**src/rtl/ascii_dec_framer_if.sv**
```systemverilog
// Byte-in / BCD-out bundle between the UART receiver, the decimal framer and the 7-seg decoders.
interface ascii_dec_framer_if;
  logic [7:0] rx_byte;
  logic       rx_done;
  logic [3:0] bcd_tens;
  logic [3:0] bcd_ones;
  logic       num_valid;
  logic       frame_err;
  logic       busy;

  modport master (
    output rx_byte, rx_done,
    input  bcd_tens, bcd_ones, num_valid, frame_err, busy
  );

  modport slave (
    input  rx_byte, rx_done,
    output bcd_tens, bcd_ones, num_valid, frame_err, busy
  );
endinterface

```
**src/rtl/ascii_dec_framer.sv**
```systemverilog
// Line-framed 1-2 digit ASCII decimal parser; commits the number as two BCD digits on CR/LF,
// discards malformed, overlong or stalled lines with a frame_err pulse.
module ascii_dec_framer #(
  parameter int unsigned TIMEOUT_CLKS = 8000
) (
  input logic             clk,
  input logic             rst,
  ascii_dec_framer_if.slave bus
);

  localparam int unsigned CNT_W = $clog2(TIMEOUT_CLKS + 1);

  typedef enum logic [1:0] {IDLE, D1, D2, DROP} state_t;

  state_t           state;
  logic [3:0]       d0;
  logic [3:0]       d1;
  logic [CNT_W-1:0] cnt;

  logic       is_digit_c;
  logic       is_term_c;
  logic       expire_c;
  logic [3:0] value_c;

  assign is_digit_c = (bus.rx_byte >= 8'h30) && (bus.rx_byte <= 8'h39);
  assign is_term_c  = (bus.rx_byte == 8'h0D) || (bus.rx_byte == 8'h0A);
  assign value_c    = 4'(bus.rx_byte - 8'h30);
  assign expire_c   = (cnt == CNT_W'(TIMEOUT_CLKS - 1));

  // A received byte always takes priority over timeout expiry in the same cycle.
  always_ff @(posedge clk or posedge rst) begin
    if (rst) begin
      state         <= IDLE;
      d0            <= 4'd0;
      d1            <= 4'd0;
      cnt           <= '0;
      bus.bcd_tens  <= 4'd0;
      bus.bcd_ones  <= 4'd0;
      bus.num_valid <= 1'b0;
      bus.frame_err <= 1'b0;
      bus.busy      <= 1'b0;
    end else begin
      bus.num_valid <= 1'b0;
      bus.frame_err <= 1'b0;
      if (bus.rx_done) begin
        cnt <= '0;
        case (state)
          IDLE: begin
            if (is_digit_c) begin
              d0       <= value_c;
              state    <= D1;
              bus.busy <= 1'b1;
            end else if (!is_term_c) begin
              bus.frame_err <= 1'b1;
              state         <= DROP;
              bus.busy      <= 1'b1;
            end
          end
          D1: begin
            if (is_digit_c) begin
              d1    <= value_c;
              state <= D2;
            end else if (is_term_c) begin
              bus.bcd_tens  <= 4'd0;
              bus.bcd_ones  <= d0;
              bus.num_valid <= 1'b1;
              state         <= IDLE;
              bus.busy      <= 1'b0;
            end else begin
              bus.frame_err <= 1'b1;
              state         <= DROP;
            end
          end
          D2: begin
            if (is_term_c) begin
              bus.bcd_tens  <= d0;
              bus.bcd_ones  <= d1;
              bus.num_valid <= 1'b1;
              state         <= IDLE;
              bus.busy      <= 1'b0;
            end else begin
              // Third digit or garbage: line is rejected, swallow until terminator.
              bus.frame_err <= 1'b1;
              state         <= DROP;
            end
          end
          DROP: begin
            if (is_term_c) begin
              state    <= IDLE;
              bus.busy <= 1'b0;
            end
          end
        endcase
      end else if (state != IDLE) begin
        if (expire_c) begin
          cnt           <= '0;
          state         <= IDLE;
          bus.busy      <= 1'b0;
          bus.frame_err <= (state != DROP);
        end else begin
          cnt <= cnt + CNT_W'(1);
        end
      end else begin
        cnt <= '0;
      end
    end
  end

endmodule

```
**src/flat_wrapper.sv**
```systemverilog
// flat-port wrapper written by rule: the top's interface ports become plain ports
module ascii_dec_framer_flat 
#(
  parameter int unsigned TIMEOUT_CLKS = 8000
)
  (clk, rst, bus_rx_byte, bus_rx_done, bus_bcd_tens, bus_bcd_ones, bus_num_valid, bus_frame_err, bus_busy);
  ascii_dec_framer_if bus_i ();
  input logic clk;
  input logic rst;
  input wire logic [$bits(bus_i.rx_byte)-1:0] bus_rx_byte;
  input wire logic [$bits(bus_i.rx_done)-1:0] bus_rx_done;
  output wire logic [$bits(bus_i.bcd_tens)-1:0] bus_bcd_tens;
  output wire logic [$bits(bus_i.bcd_ones)-1:0] bus_bcd_ones;
  output wire logic [$bits(bus_i.num_valid)-1:0] bus_num_valid;
  output wire logic [$bits(bus_i.frame_err)-1:0] bus_frame_err;
  output wire logic [$bits(bus_i.busy)-1:0] bus_busy;
  assign bus_i.rx_byte = bus_rx_byte;
  assign bus_i.rx_done = bus_rx_done;
  assign bus_bcd_tens = bus_i.bcd_tens;
  assign bus_bcd_ones = bus_i.bcd_ones;
  assign bus_num_valid = bus_i.num_valid;
  assign bus_frame_err = bus_i.frame_err;
  assign bus_busy = bus_i.busy;
  ascii_dec_framer #(.TIMEOUT_CLKS(TIMEOUT_CLKS)) u_core (.clk(clk), .rst(rst), .bus(bus_i));
endmodule
```
**config.mk**
```make
export PLATFORM = sky130hd
export DESIGN_NAME = ascii_dec_framer_flat
export DESIGN_NICKNAME = d
export VERILOG_FILES = /design/src/rtl/ascii_dec_framer_if.sv /design/src/rtl/ascii_dec_framer.sv /design/src/flat_wrapper.sv
export SDC_FILE = /design/constraint.sdc
export NUM_CORES = 1
export LEC_CHECK = 0
export CAP_MARGIN = 20
export CORE_MARGIN = 2
export CORE_UTILIZATION = 53
export CTS_BUF_LIST = sky130_fd_sc_hd__clkbuf_8
export DETAILED_ROUTE_END_ITERATION = 16
export PLACE_DENSITY_LB_ADDON = 0.15
export SLEW_MARGIN = 20
export SYNTH_ARGS = -nofsm -noshare
export SYNTH_HDL_FRONTEND = slang
export SYNTH_SLANG_ARGS = --single-unit
```
**constraint.sdc**
```tcl
create_clock -name clk -period 5.22 [get_ports clk]
set_input_delay 0.522 -clock clk [delete_from_list [all_inputs] [get_ports clk]]
set_output_delay 0.522 -clock clk [all_outputs]
set_load 0.01 [all_outputs]
```
==> run metrics, run 1 <==
run status finished, final reports clean; GP Congestion 0.793; Total Routed Length 3330 um; final layout net count 208; Setup Fix Bufs, Post-CTS 0; cell with the biggest individual delay on the critical path and3_1; cells along the critical path clkdlybuf4s50_1, nor4_1, and3_1, mux2i_1, mux2_1; syn_area_per_cell 10.8 um2; # clock sinks 34; fraction of layout instances using a drive strength above 1 9.42%; Synth cell types 38; WP data required 5.40 ns; vias in the first global route 1344; combined area of all synthesized cells 0.00180 mm2; setup repair after global routing missed its margin false; critical path class input pin to flop; depth of the CTS H-tree 2; horizontal die dimension 62.2 um; post-cts gate resize count 0; Cell Pwr Density 405 mW/mm2; top fanout value on the critical path 10; Iter 0 DRT Violations 58; fraction of the yosys area taken by sequential cells 47.4%; final critical-path share of the clock period 40.9%; Static Leakage 0.976 nW; residual DRC count 0; Post-synth EDFFs 0; top cells by area in the synthesized netlist dfrtp_1 (47%), mux2_1 (8.1%), ha_1 (4.9%); Antenna Nets Post-Route 0; Hold WC Path Type flop to flop; Fmax 468 MHz; core region area 0.00328 mm2; Synth async-reset ratio 100%; data arrival at the endpoint of the critical path 2.31 ns; overflow left after global routing 0; Warnings, synthesis 0; cts bufs inserted 5; Most used DFF post-synth dfrtp_1; wire length of the first global-routing pass 5880 um; buffer cell driving the clock tree root clkbuf_8; number of nets in the synthesized netlist 184; final sum of negative setup slack 0 ns; category of the worst setup path capture point flop; cts-stage hold buffer count 0; number of rows in the core area 21; TritonCTS clock tree built; insertion delay to the later sink of the worst-skew pair 0.29 ns; post-synthesis instance total 166; 1st-pass router iterations 4; overall power 0.882 mW; via count 1278; Die Outline Area 0.00387 mm2; area growth from synthesis to layout 21.1%; reg-to-reg slack, setup 3.21 ns; hpwl dp 2350 um; cell area after layout 0.00218 mm2; initial antenna violation count 0; final count of negative-setup-slack endpoints 0; delay of the slowest critical-path stage 0.45 ns; min Tclk post-route 2.14 ns; worst IR drop on VDD 0.209 mV; via-per-instance ratio 5.39; most frequent cell after synthesis dfrtp_1; Routed wire per std cell 14.0 um; relative slew slack 65.2%; Area after DPL 0.00203 mm2; initial standard-cell utilization of the core 54.7%; top cells by count, synth dfrtp_1 (34), nor2_1 (21), mux2_1 (13), nand2_1 (11), xnor2_1 (9); worst clock skew on the final layout 0.00764 ns; startpoint class of the critical path input pin; Max Cap Violations 0; cell type with the highest aggregate area in the netlist dfrtp_1; worst slew pin tran 0.519 ns; Diodes inserted 0; largest buffer count on any clock path 2; register clock-pin slew on the reported worst setup and hold paths 0.07 ns; max-slew violation total from the final report 0; share of the synthesized area in the top cell type 47.4%; flop and latch count out of synthesis 34; pin count of the biggest net entering global routing 35; I/O Buffers 21; Final Hold Vio Count 0; number of top-level design ports 22; height of the die 62.2 um; Total Routing Usage GR 19.4%
## through the flow
stage	utilization [%]	setup slack, ns	hold WS (ns)	std cells
3_5_place_dp	61.9	2.75	0.479	229
6_report	66.2	3.08	0.488	237
3_3_place_gp	61.9	2.80	0.462	229
4_1_cts	66.2	3.07	0.495	237
2_1_floorplan	-	3.47	0.450	166
5_1_grt	66.2	2.91	0.516	237
## cell families (layout without fill, tap and decap cells)
| family | Yosys count | in the layout | synth area share, % |
|---|---|---|---|
| fa+ha+maj | 7 | 7 | 4.87 |
| mux | 19 | 19 | 11.8 |
| compound gates | 19 | 19 | 7.17 |
| flops | 34 | 34 | 47.4 |
| xor+xnor | 11 | 11 | 5.36 |
| buf+inv | 13 | 38 | 3.83 |
| simple gates | 63 | 63 | 19.6 |
## worst max-delay path, delay by kind of cell
kind,cells,cell delay [ns]
buf+inv,1,0.42
mux,2,0.57
simple gates,2,0.80
## flip-flops by register name, indices dropped and copies added (netlist names)
name                  count
u_core.cnt               13
u_core.bus.bcd_ones       4
u_core.bus.frame_err      1
u_core.d0                 4
u_core.state              2
u_core.d1                 4
u_core.bus.bcd_tens       4
u_core.bus.busy           1
u_core.bus.num_valid      1
## cells in the final DEF (no fill, tap or decap), types with 2 or more instances in the layout
| cell | instances |
|---|---|
| nor4_1 | 6 |
| xnor2_1 | 9 |
| nand3_1 | 2 |
| nand4_1 | 6 |
| mux2_2 | 4 |
| dfrtp_1 | 34 |
| nand2_1 | 11 |
| a21oi_1 | 3 |
| clkdlybuf4s50_1 | 21 |
| bufinv_16 | 2 |
| and2_1 | 3 |
| o22a_1 | 2 |
| nor3_1 | 2 |
| nand2b_1 | 4 |
| ha_1 | 7 |
| mux2_1 | 13 |
| or3b_1 | 2 |
| o22ai_1 | 2 |
| xor2_1 | 2 |
| nor2_1 | 21 |
| clkbuf_8 | 6 |
| o21ai_0 | 2 |
| o21ai_1 | 4 |
| inv_1 | 8 |
| mux2i_1 | 2 |
## layer usage
| metal | vias up | GRT usage, % | part of all wire [%] |
|---|---|---|---|
| met1 | 622 | 21.9 | 43 |
| met2 | 22 | 34.6 | 52 |
| met3 | 4 | 5.25 | 4.1 |
| li1 | 630 | - | - |
| met4 | 0 | 8.33 | 0.87 |
| met5 | - | 0 | 0 |
## final timing paths
check,cells past startpoint,startpoint,endpoint
hold / removal,1,u_core.d1[3],u_core.d1[3]
min in group asynchronous,3,rst,u_core.bus.bcd_ones[3]
max in group asynchronous,3,rst,u_core.cnt[11]
setup reg to reg,4,u_core.state[0],u_core.bus.bcd_ones[3]
hold reg to reg,1,u_core.d1[3],u_core.d1[3]
setup / recovery,5,bus_rx_byte[4],u_core.state[1]
## area by class of cell
class	instances	area, um2
Tap cell	46	57.6
Inverter	8	30.0
Sequential cell	34	851
Fill cell	269	1110
Clock buffer	6	82.6
Clock inverter	2	60.1
Timing Repair Buffer	22	218
Multi-Input combinational cell	119	877
## power breakdown
part / switching [mW] / internal (mW)
Sequential: 0.0343 / 0.310
Combinational: 0.119 / 0.118
Clock: 0.0973 / 0.204
Power figures use the tool's default switching activity.
==> run 2, diff against run 1 <==
--- a/config.mk
+++ b/config.mk
@@ -7,7 +7,7 @@
 export LEC_CHECK = 0
 export CAP_MARGIN = 20
 export CORE_MARGIN = 2
-export CORE_UTILIZATION = 53
+export CORE_UTILIZATION = 52
 export CTS_BUF_LIST = sky130_fd_sc_hd__clkbuf_8
 export DETAILED_ROUTE_END_ITERATION = 16
 export PLACE_DENSITY_LB_ADDON = 0.15
==> constraint.sdc (replaced) <==
create_clock -name clk -period 1.84 [get_ports clk]
set_input_delay 0.184 -clock clk [delete_from_list [all_inputs] [get_ports clk]]
set_output_delay 0.184 -clock clk [all_outputs]
set_load 0.01 [all_outputs]
==> run 2 against run 1 <==
Against the previous run:
- final area grew 5.5%
- clock power grew 76%
- clock skew is essentially flat
- setup slack lost 3.0 ns
- combinational power grew to 3.6 times the previous value
- cell count grew 8.0%
- count of clock-buffer cells in the layout shrank 1
- register-to-register slack lost 3.1 ns
- die area grew 1.8%
- global-route usage grew 0.097 points
- core utilization grew 2.6 points
- flip-flop and latch count is the same
- critical path type is now flop to flop
- largest cell class unchanged
- largest power group unchanged
==> run metrics, run 2 (synthesized netlist as in run 1, its figures left out) <==
top fanout value on the critical path 4 (was 10); Total Routed Length 3440 um (was 3330 um); post-layout worst setup margin 0.110 ns (was 3.08 ns); Crit path buffers/inverters 1 (unchanged); cells along the critical path inv_2, ha_2, or4b_1, nor4_2, o22ai_1, a211o_1 (was clkdlybuf4s50_1, nor4_1, and3_1, mux2i_1, mux2_1); uppermost metal layer occupied by signal nets met4 (unchanged); number of top-level design ports 22 (unchanged); reg-to-reg slack, setup 0.11 ns (was 3.21 ns); height of the die 62.8 um (was 62.2 um); cell with the biggest individual delay on the critical path or4b_1 (was and3_1); Max Cap Violations 0 (unchanged); I/O Buffers 21 (unchanged); final sum of negative setup slack 0 ns (unchanged); via count 1347 (was 1278); fraction of layout instances using a drive strength above 1 18.6% (was 9.42%); GP Congestion 0.826 (was 0.793); overflow left after global routing 0 (unchanged); register name with the most flops u_core.cnt (unchanged); final critical-path share of the clock period 94.0%; run status finished, final reports clean (unchanged); depth of the CTS H-tree 2 (unchanged); wire length of the first global-routing pass 6100 um (was 5880 um); Total Routing Usage GR 19.5% (was 19.4%); via-per-instance ratio 5.26 (was 5.39); final layout net count 227 (was 208); M1 WL 1610 um (was 1430 um); category of the worst setup path capture point flop (unchanged); wire length on met2 1680 um (was 1740 um); data arrival at the endpoint of the critical path 1.89 ns (was 2.31 ns); startpoint class of the critical path flop (was input pin); Worst Setup Slack post-DPL -0.136 ns (was 2.75 ns); cts bufs inserted 5 (unchanged); leading cell type in the layout, fill and taps excluded dfrtp_1 (unchanged); Diodes inserted 0 (unchanged); WP data required 2.00 ns (was 5.40 ns); multi-input logic area 886 um2 (was 877 um2); final design utilization 68.8% (was 66.2%); initial standard-cell utilization of the core 53.8% (was 54.7%); Worst R2R Path Depth 6 (was 4); Filler Cell Count 265 (was 269); register clock-pin slew on the reported worst setup and hold paths 0.07 ns (about the same); Iter 0 DRT Violations 98 (was 58); Die Outline Area 0.00394 mm2 (was 0.00387 mm2); metal3 WL 120 um (was 136 um); # clock sinks 34 (unchanged); residual DRC count 0 (unchanged); delay of the slowest critical-path stage 0.49 ns (was 0.45 ns); relative slew slack 71.9% (was 65.2%); number of rows in the core area 21 (unchanged); critical path class flop to flop (was input pin to flop); worst reg2reg endpoint u_core.bus.busy (was u_core.bus.bcd_ones[3]); vias in the first global route 1353 (was 1344); placed instance count 248 (was 229); Static Leakage 1.05 nW (was 0.976 nW); 1st-pass router iterations 4 (unchanged); buffer cell driving the clock tree root clkbuf_8 (unchanged); pin count of the biggest net entering global routing 35 (unchanged); flip-flop count of the largest register, all copies and words added 13 (unchanged); horizontal die dimension 62.8 um (was 62.2 um); most used cells in the layout excluding fill and tap cells dfrtp_1 (34), nor2_1 (21), clkdlybuf4s50_1 (21), buf_4 (18), mux2_1 (13) (was dfrtp_1 (34), nor2_1 (21), clkdlybuf4s50_1 (21), mux2_1 (13), nand2_1 (11)); Hold WC Path Type input pin to asynchronous set/reset pin (was flop to flop); post-layout instance count excluding filler cells 256 (was 237); cts-stage hold buffer count 0 (unchanged); Antenna Nets Post-Route 0 (unchanged); area growth from synthesis to layout 27.8% (was 21.1%); Final Hold Vio Count 0 (unchanged); worst IR drop on VDD 0.725 mV (was 0.209 mV); largest buffer count on any clock path 2 (unchanged); overall power 2.34 mW (was 0.882 mW); startpoint of the most critical register-to-register path u_core.state[0] (unchanged); insertion delay to the later sink of the worst-skew pair 0.28 ns (was 0.29 ns); worst clock skew on the final layout 0.00725 ns (was 0.00764 ns); Fmax 578 MHz; core region area 0.00334 mm2 (was 0.00328 mm2); Cell Pwr Density 1020 mW/mm2 (was 405 mW/mm2); Largest delay share family, worst path simple AND/OR/NAND/NOR gates (unchanged); min Tclk post-route 1.73 ns; hpwl dp 2620 um (was 2350 um); initial antenna violation count 0 (unchanged); Worst path depth 6 (was 5); Routed wire per std cell 13.4 um (was 14.0 um); storage element area 851 um2 (unchanged); final count of negative-setup-slack endpoints 0 (unchanged); max-slew violation total from the final report 0 (unchanged); TritonCTS clock tree built (unchanged); worst slew pin tran 0.421 ns (was 0.519 ns)
## run 2: layer usage
metal	GRT usage (%)	up-vias
li1	-	667
met1	26.7	648
met2	32.1	29
met3	3.24	3
met4	5.83	0
met5	0	-
## run 2: stage by stage
| step | cell area [um2] | hold slack, ns |
|---|---|---|
| CTS | 2290 | 0.297 |
| finish | 2300 | 0.290 |
| global placement | 2200 | 0.465 |
| global route | 2300 | 0.359 |
| detailed placement | 2200 | 0.474 |
| floorplan | 1800 | 0.316 |
## run 2: timing repair
action | 4_1_cts | 5_1_grt
hold endpoints to repair | 0 | 0
buffers inserted | 0 | 0
gates resized for setup | 0 | 3
endpoints found under the setup margin | 0 | 1
## run 2: power by group
| part | switching (mW) | internal [mW] | total [mW] |
|---|---|---|---|
| clock network | 0.270 | 0.261 | 0.531 |
| logic | 0.393 | 0.448 | 0.842 |
| registers | 0.0843 | 0.879 | 0.963 |
| total | 0.748 | 1.59 | 2.34 |
## run 2: how the worst max path moves through the flow
stage / from / endpoint / slack (ns)
2_1_floorplan: u_core.state[0] / u_core.bus.busy / 0.09
3_3_place_gp: bus_rx_byte[4] / u_core.bus.bcd_ones[1] / -0.08
3_5_place_dp: bus_rx_byte[4] / u_core.bus.bcd_ones[3] / -0.14
4_1_cts: u_core.state[0] / u_core.bus.busy / 0.02
5_1_grt: u_core.state[0] / u_core.bus.busy / -0.0007
6_report: u_core.state[0] / u_core.bus.busy / 0.11
## run 2: cell type report
cell class              instances  share of cell area, %
well taps                      46                   2.51
clock buffers                   5                   3.00
repair buffers                 41                   16.8
clock inverters                 3                  0.763
inverters                       8                   1.31
flip-flops and latches         34                   37.1
multi-input cells             119                   38.6
## run 2: worst register-to-register path: cells and delay by family (launching register included)
| family | cells | cell delay (ns) |
|---|---|---|
| DFF | 1 | 0.36 |
| buffers and inverters | 1 | 0.07 |
| and+or+nand+nor | 2 | 0.67 |
| AOI/OAI and AO/OA | 2 | 0.34 |
| adders and majority gates | 1 | 0.19 |
==> run 3, diff against run 2 <==
--- a/config.mk
+++ b/config.mk
@@ -5,6 +5,7 @@
 export SDC_FILE = /design/constraint.sdc
 export NUM_CORES = 1
 export LEC_CHECK = 0
+export ABC_CLOCK_PERIOD_IN_PS = 1840
 export CAP_MARGIN = 20
 export CORE_MARGIN = 2
 export CORE_UTILIZATION = 52
==> constraint.sdc (replaced) <==
create_clock -name clk -period 1.84 [get_ports clk]
set_input_delay 0.276 -clock clk [delete_from_list [all_inputs] [get_ports clk]]
set_output_delay 0.276 -clock clk [all_outputs]
set_load 0.01 [all_outputs]
==> run 3 against run 2 <==
Against the previous run:
- cell count increased by 2.7%
- register-to-register slack worse by 0.10 ns
- first-iteration DRC count shrank 24%
- maximum frequency down 5.6%
- routed wire length grew 13%
- clock power rose by 57%
- core utilization grew 4.0 points
- setup slack got worse by 0.10 ns
- sequential share of layout area fell by 2.0 points
- sequential power is essentially flat
- count of clock-buffer cells in the layout unchanged
- critical path type unchanged
- critical endpoint unchanged
- highest routed layer unchanged
==> run metrics, run 3 (synthesized netlist as in run 1, its figures left out) <==
run status finished, final reports clean (unchanged); Total Routing Usage GR 22.2% (was 19.5%); vias in the first global route 1461 (was 1353); Largest delay share family, worst path simple AND/OR/NAND/NOR gates (unchanged); GR Util met3 5.95% (was 3.24%); TritonCTS clock tree built (unchanged); Fmax 546 MHz (was 578 MHz); Die Outline Area 0.00394 mm2 (unchanged); overflow left after global routing 0 (unchanged); insertion delay to the later sink of the worst-skew pair 0.29 ns (was 0.28 ns); met1 usage 30.0% (was 26.7%); GP Congestion 0.866 (was 0.826); WP data required 2.02 ns (was 2.00 ns); number of rows in the core area 21 (unchanged); buffer cell driving the clock tree root clkbuf_8 (unchanged); flip-flop count of the largest register, all copies and words added 13 (unchanged); initial standard-cell utilization of the core 53.8% (unchanged); Diodes inserted 0 (unchanged); largest buffer count on any clock path 2 (unchanged); cells along the critical path inv_1, ha_4, or4b_4, nor4_4, o22ai_1, a211o_1 (was inv_2, ha_2, or4b_1, nor4_2, o22ai_1, a211o_1); area growth from synthesis to layout 35.3% (was 27.8%); hpwl dp 2740 um (was 2620 um); Iter 0 DRT Violations 74 (was 98); Final Hold Vio Count 0 (unchanged); data arrival at the endpoint of the critical path 2.01 ns (was 1.89 ns); Total Routed Length 3890 um (was 3440 um); leading cell type in the layout, fill and taps excluded dfrtp_1 (unchanged); max-slew violation total from the final report 0 (unchanged); top fanout value on the critical path 2 (was 4); worst IR drop on VDD 0.831 mV (was 0.725 mV); core region area 0.00334 mm2 (unchanged); reg-to-reg slack, setup 0.007 ns (was 0.11 ns); min Tclk post-route 1.83 ns (was 1.73 ns); pin count of the biggest net entering global routing 35 (unchanged); # clock sinks 34 (unchanged); final count of negative-setup-slack endpoints 0 (unchanged); worst clock skew on the final layout 0.00293 ns (was 0.00725 ns); via-per-instance ratio 5.44 (was 5.26); cell area after layout 0.00243 mm2 (was 0.00230 mm2); Cell Pwr Density 1130 mW/mm2 (was 1020 mW/mm2); Area after DPL 0.00222 mm2 (was 0.00220 mm2); horizontal die dimension 62.8 um (unchanged); overall power 2.75 mW (was 2.34 mW); Hold WC Path Type input pin to asynchronous set/reset pin (unchanged); height of the die 62.8 um (unchanged); 1st-pass router iterations 4 (unchanged); grt peak-use layer met2 (unchanged); number of top-level design ports 22 (unchanged); wire length of the first global-routing pass 6800 um (was 6100 um); cell with the biggest individual delay on the critical path or4b_4 (was or4b_1); critical path class flop to flop (unchanged); cts-stage hold buffer count 0 (unchanged); Max Cap Violations 0 (unchanged); met2 usage in global routing 34.4% (was 32.1%); category of the worst setup path capture point flop (unchanged); fraction of layout instances using a drive strength above 1 24.4% (was 18.6%); final layout net count 234 (was 227); Worst R2R Path Depth 6 (unchanged); register clock-pin slew on the reported worst setup and hold paths 0.07 ns (about the same); startpoint class of the critical path flop (unchanged); Crit path buffers/inverters 1 (unchanged); final critical-path share of the clock period 99.6% (was 94.0%); Filler Cell Count 267 (was 265); worst slew pin tran 0.421 ns (about the same); post-layout worst setup margin 0.00697 ns (was 0.110 ns); register name with the most flops u_core.cnt (unchanged); Worst path depth 6 (unchanged); I/O Buffers 21 (unchanged); final sum of negative setup slack 0 ns (unchanged); hold slack final 0.384 ns (was 0.290 ns); initial antenna violation count 0 (unchanged); Static Leakage 1.12 nW (was 1.05 nW); depth of the CTS H-tree 2 (unchanged); relative slew slack 71.9% (about the same); most used cells in the layout excluding fill and tap cells dfrtp_1 (32), buf_4 (25), nor2_1 (21), clkdlybuf4s50_1 (21), mux2_1 (13) (was dfrtp_1 (34), nor2_1 (21), clkdlybuf4s50_1 (21), buf_4 (18), mux2_1 (13)); via count 1432 (was 1347); Routed wire per std cell 14.8 um (was 13.4 um); Worst Setup Slack post-DPL -0.258 ns (was -0.136 ns); cts bufs inserted 5 (unchanged); delay of the slowest critical-path stage 0.49 ns (about the same); setup repair after global routing missed its margin true; residual DRC count 0 (unchanged); Antenna Nets Post-Route 0 (unchanged)
==> run 3: cell types whose count changed in the layout (fill, tap and decap cells not counted), moves of 2 or more <==
cell       change
buf_4          +7
bufinv_16      +2
dfrtp_1        -2
dfrtp_2        +2
ha_1           -2
==> run 3: path summary, 6_finish.rpt <==
| kind | startpoint | end |
|---|---|---|
| max reg2reg | u_core.state[1] | u_core.bus.busy |
| min reg2reg | u_core.d1[3] | u_core.d1[3] |
| min | rst | u_core.cnt[2] |
| max in group asynchronous | rst | u_core.cnt[6] |
| max | u_core.state[1] | u_core.bus.busy |
| min in group clk | u_core.d1[3] | u_core.d1[3] |
==> run 3: layer usage <==
metal | vias to the layer above | part of all wire [%]
met5 | - | 0
met2 | 26 | 48
met3 | 8 | 3.5
met4 | 0 | 1.7
met1 | 713 | 47
li1 | 685 | -
==> run 3: cell type report <==
class	instances	area, um2	share of cell area [%]
clock buffers	5	68.8	2.83
inverters	8	30.0	1.24
repair buffers	48	438	18.0
multi-input cells	119	915	37.6
clock inverters	3	68.8	2.83
flip-flops and latches	34	853	35.1
well taps	46	57.6	2.37
==> run 3: worst min-delay path: stages <==
cell	delay, ns
clkdlybuf4s50_1	0.40
inv_1	0.05
buf_4	0.37
==> run 3: stage by stage <==
step                      std cells  util, %
after global routing            263     72.9
after global placement          251     66.6
after floorplan                 166        -
after detailed placement        251     66.6
after CTS                       259     70.9
final                           263     72.9
==> run 3: timing repair <==
action	CTS	global route
resized for setup	1	10
pin swaps	0	3
buffers inserted	0	4
setup endpoints to repair	1	5
==> run 3: power by group <==
part	leakage (nW)	switching (mW)	internal [mW]
sequential	0.440	0.0850	0.879
clock	0.0683	0.289	0.543
combinational	0.609	0.436	0.514
total	1.12	0.810	1.94
==> edit: new RTL, flow settings as in run 3 <==
Encoding of `state_t`: now one-hot (4 bits for 4 states).
--- a/src/rtl/ascii_dec_framer.sv
+++ b/src/rtl/ascii_dec_framer.sv
@@ -12,3 +12,3 @@
 
-  typedef enum logic [1:0] {IDLE, D1, D2, DROP} state_t;
+  typedef enum logic [3:0] {IDLE = 4'b0001, D1 = 4'b0010, D2 = 4'b0100, DROP = 4'b1000} state_t;
 
Function: same outputs for any inputs over 10 cycles, from zero or initial values and one cycle with rst high; not proved beyond that.
==> edit against run 3 <==
  * Sequential cell count increased by 2
  * Synthesized cell count increased by 2.4%
  * Cell area is 1.3% higher
  * Die area is 0.13% higher
  * Worst setup slack gained 54 ps
  * Worst hold slack gained 8.0 ps
  * Clock skew about the same
  * Non-clock buffer count increased by 6
  * Area after synthesis grew 0.14%
  * Fmax grew 3.0%
  * Wire length grew 0.46%
  * Critical path type is now input pin to flip-flop
  * Critical endpoint is now u_core.bus.bcd_ones[0]$_DFFE_PP0P_
Power is not compared: it rests on default switching activity, and its combinational part moved more than twofold at a synthesized area within 25%.
==> edit: results (changes against run 3) <==
The flow ran to the end, and the final reports show no timing, DRC or antenna violations. The biggest fanout along the worst timing path works out to 7 (+5). The logs give 182 (-1.1%) for the number of nets produced by synthesis and 0.8476 (-2.1%) for the routability congestion estimate.

The proportion of synthesized flip-flops having asynchronous set or reset was 100.0% (unchanged). For the largest net degree at the start of global routing, the log shows 37 (+5.7%). The global routing met3 resource utilization was 5.225% (-0.72 points). For the via count, the log shows 1,483 (+3.6%).

Launching point of the worst reg2reg path: u_core.state[0]$_DFFE_PP1P_. The detailed route wirelength on metal3 came out at 158 um (+15%). The logs give 170 (+2.4%) for the count of mapped cells out of synthesis and 37.63% (+3.2 points) for the met2 routing resource usage after global routing.

The run gives 2895 um (+5.5%) as the half-perimeter wire length after detailed placement. The run gives 3906 um (+0.46%) as the wire length after detailed routing. For the non-filler instance count after layout, the log shows 272 (+3.4%). The number of instances resized during post-cts repair was 17 (+16); the worst clock skew was 2.590 ps (-0.3407 ps). In this run, power in the clock network comes to 0.749 mW.

The run gives 1735 um (-4.1%) as the wire length on met1. The standard cell with the maximum stage delay on the critical path is sky130_fd_sc_hd__or4_4. The share of post-route cells with drive strength above 1 came out at 33.19% (+8.8 points). End point of the critical path: u_core.bus.bcd_ones[0]$_DFFE_PP0P_. The number of cells on the worst reg-to-reg path is 4 (-2), and the setup fix buffers added after clock tree synthesis is 1 (+1).

For the leakage power of the design, the log shows 1.101 nW. The number of DRC markers after the initial detailed-route iteration is 78 (+5.4%), and the worst-case setup slack after placement is -595.6 ps (-337.8 ps). The number of nets in the final layout is 237 (+1.3%). Counting instances in the post-synthesis netlist gives the leading cell types as 35 x sky130_fd_sc_hd__dfrtp_1, 17 x sky130_fd_sc_hd__mux2_2, 15 x sky130_fd_sc_hd__nand2_1.

The final worst hold slack is 392.0 ps (+8.031 ps), and the register-to-register setup slack is 90 ps (+80 ps). The logs give 50.14% (+2.8 points) for the proportion of synthesized chip area in sequential cells and 1950 ps (-60 ps) for the arrival time at the worst endpoint. For the length of routed met2 wiring, the log shows 1952 um (+4.2%). The pin slew with the least headroom to its limit works out to 449.2 ps (+28.14 ps). The run gives 562.1 MHz (+3.0%) as the highest clock rate. Ranked by total cell area, the synthesized netlist is headed by sky130_fd_sc_hd__dfrtp_1 49%, sky130_fd_sc_hd__mux2_2 11%, sky130_fd_sc_hd__xnor2_1 3.9%, sky130_fd_sc_hd__nand2_1 3.1%, sky130_fd_sc_hd__nor2_1 2.9%.

The number of cells in the design after placement came out at 263 (+4.8%). The global-route met1 utilization was 29.45% (-0.52 points); the cell area after placement was 0.002298 mm2 (+3.4%). The switching power as a share of total power was 25.68%; the global-route wire length before repair was 7176 um (+5.6%). The count of antenna diodes in the layout came out at 0 (unchanged).

The worst stage delay on the critical path is 520 ps (+30 ps). Endpoint of the lowest-slack register-to-register path: u_core.state[1]$_DFFE_PP0P_. The run gives 22.75% (+0.59 points) as the overall global routing resource usage.
-- edit: logic make-up (layout without fill, tap and decap cells) --
logic type / count (synthesis) / count (layout) / synth area share, %
adder cells (fa/ha/maj): 1 / 1 / 0.6953
XOR/XNOR: 10 / 10 / 4.868
AO/OA/AOI/OAI: 20 / 20 / 7.789
flip-flops: 36 / 36 / 50.14
AND/OR/NAND/NOR: 65 / 65 / 20.03
multiplexers: 21 / 21 / 12.86
buffers and inverters: 17 / 73 / 3.616
-- edit: final cells by class --
type | count | area [um2]
well taps | 46 | 57.56
clock inverters | 1 | 30.03
multi-input cells | 117 | 883.3
inverters | 11 | 41.29
flip-flops and latches | 36 | 902.1
repair buffers | 54 | 451.7
clock buffers | 7 | 96.34
fillers | 260 | 874.6
-- edit: tightest hold or removal path: cells and delay by family --
kind / cells / cell delay, ps
buffers and inverters: 3 / 830
